[src/rtl/ball_engine.sv]
// Ball physics and renderer for the paddle game.
// Steps the ball once per frame tick, bounces it off the walls and the paddle,
// reports misses and a saturating hit count, and renders a registered ball pixel.
module ball_engine #(
    parameter int unsigned H_ACTIVE     = 640,
    parameter int unsigned V_ACTIVE     = 480,
    parameter int unsigned BALL_SIZE    = 8,
    parameter int unsigned SPEED        = 2,
    parameter int unsigned PADDLE_Y     = 464,
    parameter int unsigned PADDLE_W     = 64,
    parameter int unsigned START_X      = 316,
    parameter int unsigned START_Y      = 100,
    parameter int unsigned SERVE_FRAMES = 60
) (
    input  logic       clck,
    input  logic       reset_n,
    input  logic       update,
    input  logic [9:0] x,
    input  logic [8:0] y,
    input  logic [9:0] paddle_x,
    output logic       ball_pixel,
    output logic       miss,
    output logic [7:0] hits,
    output logic [9:0] ball_x,
    output logic [8:0] ball_y
);

    localparam int unsigned CntW = $clog2(SERVE_FRAMES + 1);

    // All geometry compares run at 11 bits so sums never wrap.
    localparam logic [10:0] XMax  = 11'(H_ACTIVE - BALL_SIZE);
    localparam logic [10:0] YMiss = 11'(V_ACTIVE - BALL_SIZE);
    localparam logic [10:0] Spd   = 11'(SPEED);
    localparam logic [10:0] Size  = 11'(BALL_SIZE);
    localparam logic [10:0] PadY  = 11'(PADDLE_Y);
    localparam logic [10:0] PadW  = 11'(PADDLE_W);

    localparam logic [0:0] StServe = 1'b0;
    localparam logic [0:0] StMove  = 1'b1;

    logic [0:0]      state_q, state_d;
    logic [CntW-1:0] serve_cnt_q, serve_cnt_d;
    logic [9:0]      bx_q, bx_d;
    logic [8:0]      by_q, by_d;
    logic            dx_q, dx_d;
    logic            dy_q, dy_d;
    logic [7:0]      hits_q, hits_d;
    logic            miss_q, miss_d;
    logic            pix_q, pix_d;
    logic            update_q;

    logic            step;
    logic [10:0]     bx_ext, by_ext, px_ext, x_ext, y_ext;
    logic [10:0]     bx_new;
    logic            dx_new;
    logic            paddle_hit, floor_miss;

    assign step   = update & ~update_q;
    assign bx_ext = {1'b0, bx_q};
    assign by_ext = {2'b0, by_q};
    assign px_ext = {1'b0, paddle_x};
    assign x_ext  = {1'b0, x};
    assign y_ext  = {2'b0, y};

    // Horizontal candidate position and wall bounce, from pre-step values
    always_comb begin
        bx_new = bx_ext;
        dx_new = dx_q;
        if (dx_q) begin
            if (bx_ext + Spd >= XMax) begin
                bx_new = XMax;
                dx_new = 1'b0;
            end else begin
                bx_new = bx_ext + Spd;
            end
        end else begin
            if (bx_ext <= Spd) begin
                bx_new = '0;
                dx_new = 1'b1;
            end else begin
                bx_new = bx_ext - Spd;
            end
        end
    end

    // Paddle overlap uses the new x so a bounce and a hit in one step both count
    assign paddle_hit = (by_ext + Size <= PadY) && (by_ext + Size + Spd >= PadY) &&
                        (bx_new + Size > px_ext) && (bx_new < px_ext + PadW);
    assign floor_miss = (by_ext + Spd >= YMiss);

    // Serve countdown and per-frame ball motion
    always_comb begin
        state_d     = state_q;
        serve_cnt_d = serve_cnt_q;
        bx_d        = bx_q;
        by_d        = by_q;
        dx_d        = dx_q;
        dy_d        = dy_q;
        hits_d      = hits_q;
        miss_d      = 1'b0;
        if (step) begin
            if (state_q == StServe) begin
                serve_cnt_d = serve_cnt_q - CntW'(1);
                if (serve_cnt_q == CntW'(1)) begin
                    state_d = StMove;
                end
            end else begin
                bx_d = bx_new[9:0];
                dx_d = dx_new;
                if (!dy_q) begin
                    if (by_ext <= Spd) begin
                        by_d = '0;
                        dy_d = 1'b1;
                    end else begin
                        by_d = by_q - 9'(SPEED);
                    end
                end else if (paddle_hit) begin
                    by_d   = 9'(PADDLE_Y - BALL_SIZE);
                    dy_d   = 1'b0;
                    hits_d = (hits_q == 8'hFF) ? hits_q : hits_q + 8'd1;
                end else if (floor_miss) begin
                    miss_d      = 1'b1;
                    hits_d      = '0;
                    bx_d        = 10'(START_X);
                    by_d        = 9'(START_Y);
                    dx_d        = 1'b1;
                    dy_d        = 1'b1;
                    serve_cnt_d = CntW'(SERVE_FRAMES);
                    state_d     = StServe;
                end else begin
                    by_d = by_q + 9'(SPEED);
                end
            end
        end
    end

    // Raster hit test; left/top inclusive, right/bottom exclusive, hidden while serving
    always_comb begin
        pix_d = (state_q == StMove) &&
                (x_ext >= bx_ext) && (x_ext < bx_ext + Size) &&
                (y_ext >= by_ext) && (y_ext < by_ext + Size);
    end

    // State registers with asynchronous reset to the serve condition
    always_ff @(posedge clck or negedge reset_n) begin
        if (!reset_n) begin
            state_q     <= StServe;
            serve_cnt_q <= CntW'(SERVE_FRAMES);
            bx_q        <= 10'(START_X);
            by_q        <= 9'(START_Y);
            dx_q        <= 1'b1;
            dy_q        <= 1'b1;
            hits_q      <= '0;
            miss_q      <= 1'b0;
            pix_q       <= 1'b0;
            update_q    <= 1'b0;
        end else begin
            state_q     <= state_d;
            serve_cnt_q <= serve_cnt_d;
            bx_q        <= bx_d;
            by_q        <= by_d;
            dx_q        <= dx_d;
            dy_q        <= dy_d;
            hits_q      <= hits_d;
            miss_q      <= miss_d;
            pix_q       <= pix_d;
            update_q    <= update;
        end
    end

    assign ball_pixel = pix_q;
    assign miss       = miss_q;
    assign hits       = hits_q;
    assign ball_x     = bx_q;
    assign ball_y     = by_q;

endmodule

[config.mk]
export PLATFORM = sky130hd
export DESIGN_NAME = ball_engine
export DESIGN_NICKNAME = d
export VERILOG_FILES = /design/src/rtl/ball_engine.sv
export SDC_FILE = /design/constraint.sdc
export NUM_CORES = 1
export LEC_CHECK = 0
export ABC_AREA = 1
export CAP_MARGIN = 25
export CORE_MARGIN = 3
export CORE_UTILIZATION = 60
export DETAILED_ROUTE_END_ITERATION = 7
export PLACE_DENSITY_LB_ADDON = 0.3
export SLEW_MARGIN = 20
export SYNTH_ARGS = -nofsm -noshare
export SYNTH_HDL_FRONTEND = slang
export SYNTH_SLANG_ARGS = --single-unit
export TNS_END_PERCENT = 5
[constraint.sdc]
create_clock -name clck -period 6.39 [get_ports clck]
set_input_delay 1.917 -clock clck [delete_from_list [all_inputs] [get_ports clck]]
set_output_delay 1.917 -clock clck [all_outputs]
set_load 0.01 [all_outputs]
==> flow_summary_export.csv, run 1 <==
group,metric,value,unit
critical_path,end_kind,"register",
final_layout,area.growth.synth_to_final,15.0,%
detailed_routing,via_per_inst,5.54,
yosys,netlist.top_cell.by_area,"ha_1",
detailed_routing,num_vias,4439,
detailed_routing,wl_per_cell,13.9,um
yosys,yosysTopAreaCellShare,0.176,
yosys,synthDistinctLibCells,57,
yosys,yosysMostFrequentCell,"nand2_1",
critical_path,path_class,"register to register",
place,hpwl,8.78,mm
yosys,ys_ff_latch,38,
die,design.portCount,61,
yosys,synth-main-ff-cell,"dfrtp_1",
yosys,synth-edff-count,0,
grt,grt_max_degree,39,
pwr,p_leak,2.66,nW
grt,antenna_found_initial,0,
detailed_routing,drc,0,
die,die_h,94.4,um
final_layout,fillCellCount,606,
final_layout,final_cell_area,5390,sq um
cts,post-cts-setup-buffers,0,
pwr,seqPwrFrac,0.218,
grt,grtUsageTotal,0.258,
cts,clockBufferDepth,2,
sta,setup_viol,0,
yosys,ys_warn_count,0,
sta,tns,0,ns
final_layout,fin_util,0.727,
job,max_cap_viol_count,0,
yosys,syn_area,4680,sq um
sta,fin_crit,4.64,ns
place,dp.cells,793,
place,place_congestion,0.929,
cts,cts_made_buffers,5,
grt,first_global_vias,4262,
place,postPlaceCellArea,5300,sq um
status,status,"finished, final reports clean",
cts,ctsHtreeMaxLevel,2,
cts,clk-insertion-delay-late,0.29,ns
detailed_routing,dr.pass1.iters,7,
critical_path,timing.critical_path.buf_inv,4,
sta,rsz0062_at_grt,"false",
pwr,pwr-share-comb,0.709,
cts,cts_sinks,38,
cts,ctsResizeCount,0,
critical_path,critPathArrivalTime,4.82,ns
cts,cts_tree,"done",
pwr,p_sw_frac,0.522,
pwr,p_per_area,398,nW/um^2
sta,worst_slack,1.75,ns
yosys,ys_top_cells_by_area,"ha_1 18%, dfrtp_1 13%, nand2_1 11%",
die,fp.dieArea,8900,sq um
final_layout,antenna_cells,0,
cts,root_buffer,"clkbuf_8",
critical_path,path_common_cell,"inv_1",
min_path,hold_class,"register to register",
yosys,synth_cells,649,
detailed_routing,wl,11.2,mm
critical_path,slowest_stage,"dfstp_2",
pwr,p_clk_frac,0.074,
place,post-place-ws,1.58,ns
sta,fin_skew,0.00717,ns
sta,slew_headroom,0.430,
grt,gr-total-overflow,0,
cts,clkSlewWorstSetupHoldPaths,0.07,ns
pwr,p_int,1.02,mW
sta,drv_slew,0,
critical_path,worstSetupStartpointType,"register",
pwr,ir_drop,0.270,mV
sta,fmax,216,MHz
yosys,yosys-top-cells-count,"137 x nand2_1, 90 x inv_1, 66 x ha_1",
yosys,synthArstFlopShare,1.00,
yosys,syn_area_per_cell,7.22,sq um
cts,postCtsHoldBufs,0,
sta,min_period_over_period,0.726,
critical_path,cp_top_family,"compound AO/OA/AOI/OAI gates",
die,core.rowCount,31,
critical_path,slowest_delay,0.60,ns
detailed_routing,drt_iter0_drc,224,
sta,max_slew.worst_pin.slew,0.852,ns
sta,hold_violations,0,
grt,grt_pass1_wl,18.9,mm
final_layout,finalNetCount,799,
die,die_w,94.4,um
critical_path,critPathMaxFanout,17,
yosys,seq_area_frac_synth,0.207,
die,start_util,0.632,
pwr,switchingPower,1.12,mW
final_layout,drive_above_1_share,0.120,
place,portBuffers,58,
final_layout,final_cell_count_no_fill,801,
detailed_routing,drtAntennaViolNets,0,
yosys,synth_nets,747,
die,core,7410,sq um
critical_path,cp_data_required_time,6.57,ns
metrics by stage:
stage	power (mW)	hold slack, ns
3_5_place_dp	1.97	0.475
2_1_floorplan	1.56	0.451
4_1_cts	2.14	0.486
5_1_grt	2.36	0.499
3_3_place_gp	1.90	0.460
6_report	2.14	0.484
logic make-up (layout without fill, tap and decap cells):
kind of cell | after synthesis | in the layout | synth area share
adders and majority gates | 66 | 66 | 0.176
buffers and inverters | 110 | 163 | 0.0970
other | 1 | 1 | 0.000801
AOI/OAI and AO/OA | 88 | 88 | 0.127
and+or+nand+nor | 314 | 314 | 0.333
xor gates and xnor gates | 32 | 32 | 0.0598
DFF | 38 | 38 | 0.207
per-layer routing:
layer,vias up,global-route usage,share of wire
met5,-,0,0
met1,2075,0.338,0.44
met3,9,0.0295,0.047
met4,0,0.0505,0.0073
li1,2240,-,-
met2,115,0.460,0.51
sequential cells by signal, indices dropped and copies added (netlist names):
| signal | count |
|---|---|
| ball_pixel | 1 |
| ball_x | 10 |
| state_q | 1 |
| ball_y | 8 |
| miss | 1 |
| serve_cnt_q | 6 |
| update_q | 1 |
| hits | 8 |
| dx_q | 1 |
| dy_q | 1 |
power groups by stage:
stage          Combinational (mW)  Sequential [mW]  Clock (mW)
5_1_grt                      1.71            0.477       0.172
4_1_cts                      1.52            0.461       0.161
3_5_place_dp                 1.51            0.465           0
6_report                     1.52            0.466       0.158
2_1_floorplan                1.15            0.419           0
3_3_place_gp                 1.44            0.460           0
worst paths after layout:
check                                      startpoint                         end  slack, ns  depth (start not counted)
max                             ball_x[2]$_DFFE_PN1P_       ball_x[9]$_DFFE_PN0P_       1.75                         25
min                        serve_cnt_q[5]$_DFFE_PN1P_  serve_cnt_q[5]$_DFFE_PN1P_       0.48                          2
max reg2reg                     ball_x[2]$_DFFE_PN1P_       ball_x[9]$_DFFE_PN0P_       1.75                         25
min reg2reg                serve_cnt_q[5]$_DFFE_PN1P_  serve_cnt_q[5]$_DFFE_PN1P_       0.48                          2
max in group asynchronous                     reset_n         hits[6]$_DFFE_PN0P_       4.13                          1
min in group asynchronous                     reset_n  serve_cnt_q[1]$_DFFE_PN0P_       1.73                          1
final cells by class:
class / count / area [sq um] / share of cell area
clock buffers: 6 / 72.6 / 0.0135
clock inverters: 2 / 10.0 / 0.00186
inverters: 96 / 365 / 0.0678
multi-input cells: 501 / 3260 / 0.606
flip-flops and latches: 38 / 968 / 0.180
well taps: 99 / 124 / 0.0230
repair buffers: 59 / 583 / 0.108
worst reg2reg max path, stage by stage, from the launching register on:
cell,delay (ns)
dfstp_2,0.60
inv_1,0.14
ha_1,0.24
o21ai_1,0.30
o31ai_1,0.16
nand4_1,0.20
inv_1,0.10
a21oi_1,0.23
o21ai_4,0.13
inv_1,0.13
ha_1,0.22
xor2_1,0.16
inv_1,0.06
ha_1,0.26
nand2_1,0.10
o21bai_1,0.12
nand4_1,0.12
nand3_1,0.08
nand2_1,0.05
a21o_1,0.15
a21oi_1,0.23
nand2_4,0.14
nand2_8,0.19
nand3_4,0.21
nand3_1,0.13
nand2_1,0.06
placed cells by master (no fill, tap or decap), types with 3 or more instances in the layout:
cell type	Yosys	final
a21boi_0	3	3
a21oi_1	28	28
a22oi_2	8	8
a31oi_1	4	4
clkbuf_8	0	5
clkdlybuf4s50_1	0	57
dfrtp_1	24	24
dfstp_2	14	14
ha_1	66	66
inv_1	90	90
inv_2	3	3
nand2_1	137	137
nand2_2	9	9
nand2_4	6	6
nand3_1	41	41
nand3_2	10	10
nand3_4	3	3
nand4_1	23	23
nor2_1	52	52
nor2_2	9	9
nor3_1	11	11
o21ai_0	21	21
o21ai_1	4	4
o21bai_1	3	3
or2_2	4	4
xnor2_1	7	7
xor2_1	25	25
(Power assumes the default switching activity.)
==> run 2: changes to the inputs <==
--- a/config.mk
+++ b/config.mk
@@ -8,7 +8,7 @@
 export ABC_AREA = 1
 export CAP_MARGIN = 25
 export CORE_MARGIN = 3
-export CORE_UTILIZATION = 60
+export CORE_UTILIZATION = 57
 export DETAILED_ROUTE_END_ITERATION = 7
 export PLACE_DENSITY_LB_ADDON = 0.3
 export SLEW_MARGIN = 20
==> constraint.sdc (replaced) <==
create_clock -name clck -period 4.3 [get_ports clck]
set_input_delay 1.29 -clock clck [delete_from_list [all_inputs] [get_ports clck]]
set_output_delay 1.29 -clock clck [all_outputs]
set_load 0.01 [all_outputs]
==> flow_summary_export.csv, run 2 (synthesis gave the netlist of run 1 again) <==
group,metric,value,unit
critical_path,timing.critical_path.buf_inv,2,
grt,grt_max_degree,39,
sta,fin_skew,0.00919,ns
detailed_routing,dr.pass1.iters,5,
cts,ctsHtreeMaxLevel,2,
place,hpwl,9.29,mm
die,core.rowCount,32,
cts,clockBufferDepth,2,
final_layout,final_common_cell,"nand2_1",
cts,root_buffer,"clkbuf_8",
cts,postCtsHoldBufs,0,
critical_path,worstSetupStartpointType,"register",
min_path,hold_depth,2,
pwr,p_leak,2.78,nW
grt,antenna_found_initial,0,
min_path,hold_class,"register to register",
sta,setup_viol,0,
job,max_cap_viol_count,0,
sta,max_slew.worst_pin.slew,0.926,ns
final_layout,finalNetCount,821,
cts,cts_made_buffers,5,
detailed_routing,drtAntennaViolNets,0,
critical_path,r2r-start,"ball_x[3]$_DFFE_PN1P_",
die,start_util,0.597,
cts,clk-insertion-delay-late,0.30,ns
critical_path,critPathArrivalTime,4.23,ns
cts,clkSlewWorstSetupHoldPaths,0.07,ns
status,status,"finished, final reports clean",
grt,grtUsageTotal,0.252,
place,place_congestion,0.901,
critical_path,cp_data_required_time,4.49,ns
critical_path,slowest_delay,0.58,ns
critical_path,end_kind,"register",
critical_path,critPathMaxFanout,6,
die,die_w,96.7,um
grt,gr-total-overflow,0,
final_layout,antenna_cells,0,
place,portBuffers,58,
sta,slew_headroom,0.380,
final_layout,final_cell_mix,"135 x nand2_1, 90 x inv_1, 65 x ha_1, 57 x clkdlybuf4s50_1, 51 x nor2_1",
pwr,ir_drop,0.365,mV
detailed_routing,drc,0,
final_layout,drive_above_1_share,0.157,
grt,grt_pass1_wl,20.3,mm
final_layout,area.growth.synth_to_final,20.0,%
critical_path,timing.rr.end,"ball_x[0]$_DFFE_PN0P_",
sta,whs,0.483,ns
sta,fin_crit,4.03,ns
place,dp.cells,815,
cts,cts_sinks,38,
pwr,p_total,3.36,mW
die,fp.dieArea,9340,sq um
sta,drv_slew,0,
sta,fmax,248,MHz
final_layout,final_cell_count_no_fill,826,
detailed_routing,wl,12.0,mm
sta,hold_violations,0,
detailed_routing,via_per_inst,5.62,
grt,first_global_vias,4434,
critical_path,slowest_stage,"dfstp_2",
detailed_routing,num_vias,4639,
min_path,hold_end,"serve_cnt_q[5]$_DFFE_PN1P_",
sta,tns,0,ns
die,core,7850,sq um
critical_path,rrSetupSlack,0.27,ns
min_path,hp-start,"serve_cnt_q[5]$_DFFE_PN1P_",
sta,min_period_over_period,0.938,
cts,cts_tree,"done",
critical_path,path_common_cell,"nand2_1",
detailed_routing,wl_per_cell,14.5,um
pwr,p_per_area,597,nW/um^2
detailed_routing,drt_iter0_drc,271,
final_layout,largest_reg_flops,10,
die,design.portCount,61,
critical_path,path_class,"register to register",
critical_path,reg2regPathDepth,26,
critical_path,cp_top_family,"simple AND/OR/NAND/NOR gates",
die,die_h,96.7,um
run 2: cell count changes in the layout (fill, tap and decap cells not counted), sizes merged:
cell    before  now
buf          2   23
clkbuf       6    7
clkinv       5    4
nand3       54   55
run 2: final cells by class:
type                    instances  area, sq um
clock buffers                   7         86.3
clock inverters                 1         5.00
fillers                       636         2220
inverters                      96          365
multi-input cells             502         3300
flip-flops and latches         38          970
well taps                     102          128
repair buffers                 80          766
run 2: routing by layer:
layer	GRT usage	routed length (um)
met3	0.0332	825
met4	0.0745	254
met1	0.321	5000
met2	0.444	5910
met5	0	0
run 2: power by group:
part	switching (mW)	internal [mW]	total [mW]
logic	1.40	1.03	2.43
registers	0.189	0.484	0.673
clock network	0.122	0.129	0.251
run 2: worst max path at each step:
| stage | to | from | slack (ns) | cells past startpoint |
|---|---|---|---|---|
| finish | ball_x[0]$_DFFE_PN0P_ | ball_x[3]$_DFFE_PN1P_ | 0.27 | 26 |
| global route | ball_y[7]$_DFFE_PN0P_ | ball_x[1]$_DFFE_PN0P_ | -0.03 | 25 |
| CTS | ball_y[3]$_DFFE_PN0P_ | ball_x[3]$_DFFE_PN1P_ | 0.08 | 26 |
| detailed placement | ball_y[3]$_DFFE_PN0P_ | ball_x[3]$_DFFE_PN1P_ | 0.10 | 26 |
| global placement | ball_y[8]$_DFFE_PN0P_ | ball_x[3]$_DFFE_PN1P_ | 0.21 | 26 |
| floorplan | ball_x[6]$_DFFE_PN0P_ | ball_x[3]$_DFFE_PN1P_ | 0.40 | 27 |
run 2: per-stage QoR:
stage	cell area [sq um]	util	worst slack, ns
floorplan	4680	-	0.401
global placement	5470	0.698	0.207
detailed placement	5470	0.698	0.100
CTS	5570	0.709	0.0841
global route	5620	0.717	-0.0325
finish	5620	0.717	0.266
run 2: worst min-delay path, cell delays in order, from the launching register on:
cell,delay [ns]
dfstp_2,0.38
nand2_1,0.06
nand2_1,0.05
run 2: repair_timing:
| action | CTS | global route |
|---|---|---|
| setup buffers | 0 | 2 |
| setup endpoints to repair | 0 | 36 |
| resized for setup | 0 | 10 |
==> run 3: changes to the inputs <==
--- a/config.mk
+++ b/config.mk
@@ -6,9 +6,8 @@
 export NUM_CORES = 1
 export LEC_CHECK = 0
 export ABC_AREA = 1
-export CAP_MARGIN = 25
 export CORE_MARGIN = 3
-export CORE_UTILIZATION = 57
+export CORE_UTILIZATION = 35
 export DETAILED_ROUTE_END_ITERATION = 7
 export PLACE_DENSITY_LB_ADDON = 0.3
 export SLEW_MARGIN = 20
==> flow_summary_export.csv, run 3 (synthesis gave the netlist of run 1 again) <==
group,metric,value,unit
status,status,"finished, final reports clean",
critical_path,path_class,"register to register",
cts,cts_sinks,38,
pwr,p_per_area,617,nW/um^2
place,portBuffers,58,
sta,fmax,248,MHz
critical_path,slowest_delay,0.56,ns
grt,first_global_vias,4538,
sta,fin_crit,4.03,ns
detailed_routing,dr.pass1.iters,4,
cts,clkSlewWorstSetupHoldPaths,0.06,ns
grt,grt_pass1_wl,21.1,mm
critical_path,cp_data_required_time,4.52,ns
die,die_h,122,um
detailed_routing,drt_iter0_drc,228,
final_layout,final_common_cell,"nand2_1",
critical_path,worstSetupStartpointType,"register",
critical_path,timing.rr.end,"dx_q$_DFFE_PN1P_",
cts,cts_tree,"done",
sta,hold_violations,0,
place,place_congestion,0.887,
critical_path,critPathArrivalTime,4.25,ns
min_path,hold_class,"register to register",
cts,root_buffer,"clkbuf_16",
final_layout,final_cell_mix,"134 x nand2_1, 90 x inv_1, 63 x ha_1, 57 x clkdlybuf4s50_1, 51 x nor2_1",
pwr,ir_drop,0.344,mV
final_layout,drive_above_1_share,0.174,
min_path,hold_depth,2,
cts,clockBufferDepth,2,
die,design.portCount,61,
detailed_routing,wl_per_cell,13.8,um
final_layout,fin_util,0.459,
detailed_routing,num_vias,4478,
grt,grt_max_degree,39,
die,fp.dieArea,14800,sq um
final_layout,area.growth.synth_to_final,26.2,%
detailed_routing,drc,0,
critical_path,slowest_stage,"dfrtp_1",
die,start_util,0.364,
sta,drv_slew,0,
critical_path,end_kind,"register",
critical_path,r2r-start,"ball_x[1]$_DFFE_PN0P_",
grt,gr-total-overflow,0,
critical_path,reg2regPathDepth,28,
cts,postCtsHoldBufs,0,
cts,clk-insertion-delay-late,0.28,ns
sta,max_slew.worst_pin.slew,0.881,ns
die,die_w,122,um
pwr,p_total,3.65,mW
pwr,p_leak,2.87,nW
sta,fin_skew,0.00704,ns
final_layout,largest_reg_flops,10,
die,core.rowCount,41,
critical_path,critPathMaxFanout,8,
min_path,hold_end,"serve_cnt_q[2]$_DFFE_PN1P_",
detailed_routing,wl,12.5,mm
cts,cts_made_buffers,5,
grt,antenna_found_initial,0,
place,hpwl,9.92,mm
grt,grtUsageTotal,0.172,
cts,ctsHtreeMaxLevel,2,
detailed_routing,via_per_inst,4.94,
sta,min_period_over_period,0.938,
critical_path,rrSetupSlack,0.27,ns
detailed_routing,drtAntennaViolNets,0,
final_layout,finalNetCount,831,
sta,setup_viol,0,
sta,slew_headroom,0.413,
min_path,hp-start,"serve_cnt_q[2]$_DFFE_PN1P_",
job,max_cap_viol_count,0,
sta,tns,0,ns
final_layout,antenna_cells,0,
die,core,12900,sq um
run 3: changes by cell type in the layout (fill, tap and decap cells not counted), moves of 2 or more:
cell | before | now
buf_4 | 20 | 31
clkbuf_16 | 0 | 5
clkbuf_8 | 6 | 1
bufinv_16 | 0 | 2
ha_1 | 65 | 63
nand2_2 | 10 | 12
nand2_4 | 7 | 5
run 3: worst max path at each step:
| stage | cells past startpoint | startpoint | end |
|---|---|---|---|
| detailed placement | 26 | ball_x[3]$_DFFE_PN1P_ | ball_y[8]$_DFFE_PN0P_ |
| global route | 28 | ball_x[1]$_DFFE_PN0P_ | miss$_DFF_PN0_ |
| finish | 28 | ball_x[1]$_DFFE_PN0P_ | dx_q$_DFFE_PN1P_ |
| floorplan | 27 | ball_x[3]$_DFFE_PN1P_ | ball_x[6]$_DFFE_PN0P_ |
| CTS | 26 | ball_x[3]$_DFFE_PN1P_ | ball_y[8]$_DFFE_PN0P_ |
| global placement | 26 | ball_x[3]$_DFFE_PN1P_ | state_q$_DFFE_PN0P_ |
run 3: metal layers:
layer  global-route usage  wire (um)  up-vias
met1                0.224       5920     2079
met2                0.306       6090       74
met4               0.0315        148        0
met5                    0          0        -
met3               0.0209        374       13
li1                     -          -     2312
run 3: layout make-up:
type	count	area, sq um
Tap cell	172	215
Inverter	96	365
Multi-Input combinational cell	502	3330
Clock buffer	6	139
Fill cell	1270	6970
Clock inverter	2	60.1
Sequential cell	38	968
Timing Repair Buffer	90	828
run 3: worst max-delay path: cells and delay by family (launching register included):
kind                       cells  cell delay [ns]
and+or+nand+nor               16             1.53
buffers and inverters          5             0.62
AOI/OAI and AO/OA              4             0.60
DFF                            1             0.56
adders and majority gates      2             0.48
xor gates and xnor gates       1             0.18
run 3: timing repair:
item                                    in CTS  in global routing
endpoints found under the setup margin       0                 36
buffers inserted                             0                  9
resized for setup                            0                 14
run 3: metrics by stage:
step,hold slack [ns],area [sq um],worst slack (ns),instances
after floorplan,0.451,4680,0.401,649
after global placement,0.462,5570,0.155,888
after detailed placement,0.472,5570,0.0690,888
after CTS,0.483,5770,0.0469,896
after global routing,0.497,5910,-0.000754,906
final,0.481,5910,0.269,906
run 3: where the power goes:
part / leakage, nW / switching, mW / total, mW / internal, mW
logic: 2.31 / 1.40 / 2.47 / 1.07
registers: 0.461 / 0.203 / 0.687 / 0.484
clock network: 0.0971 / 0.141 / 0.489 / 0.348
total: 2.87 / 1.75 / 3.65 / 1.90
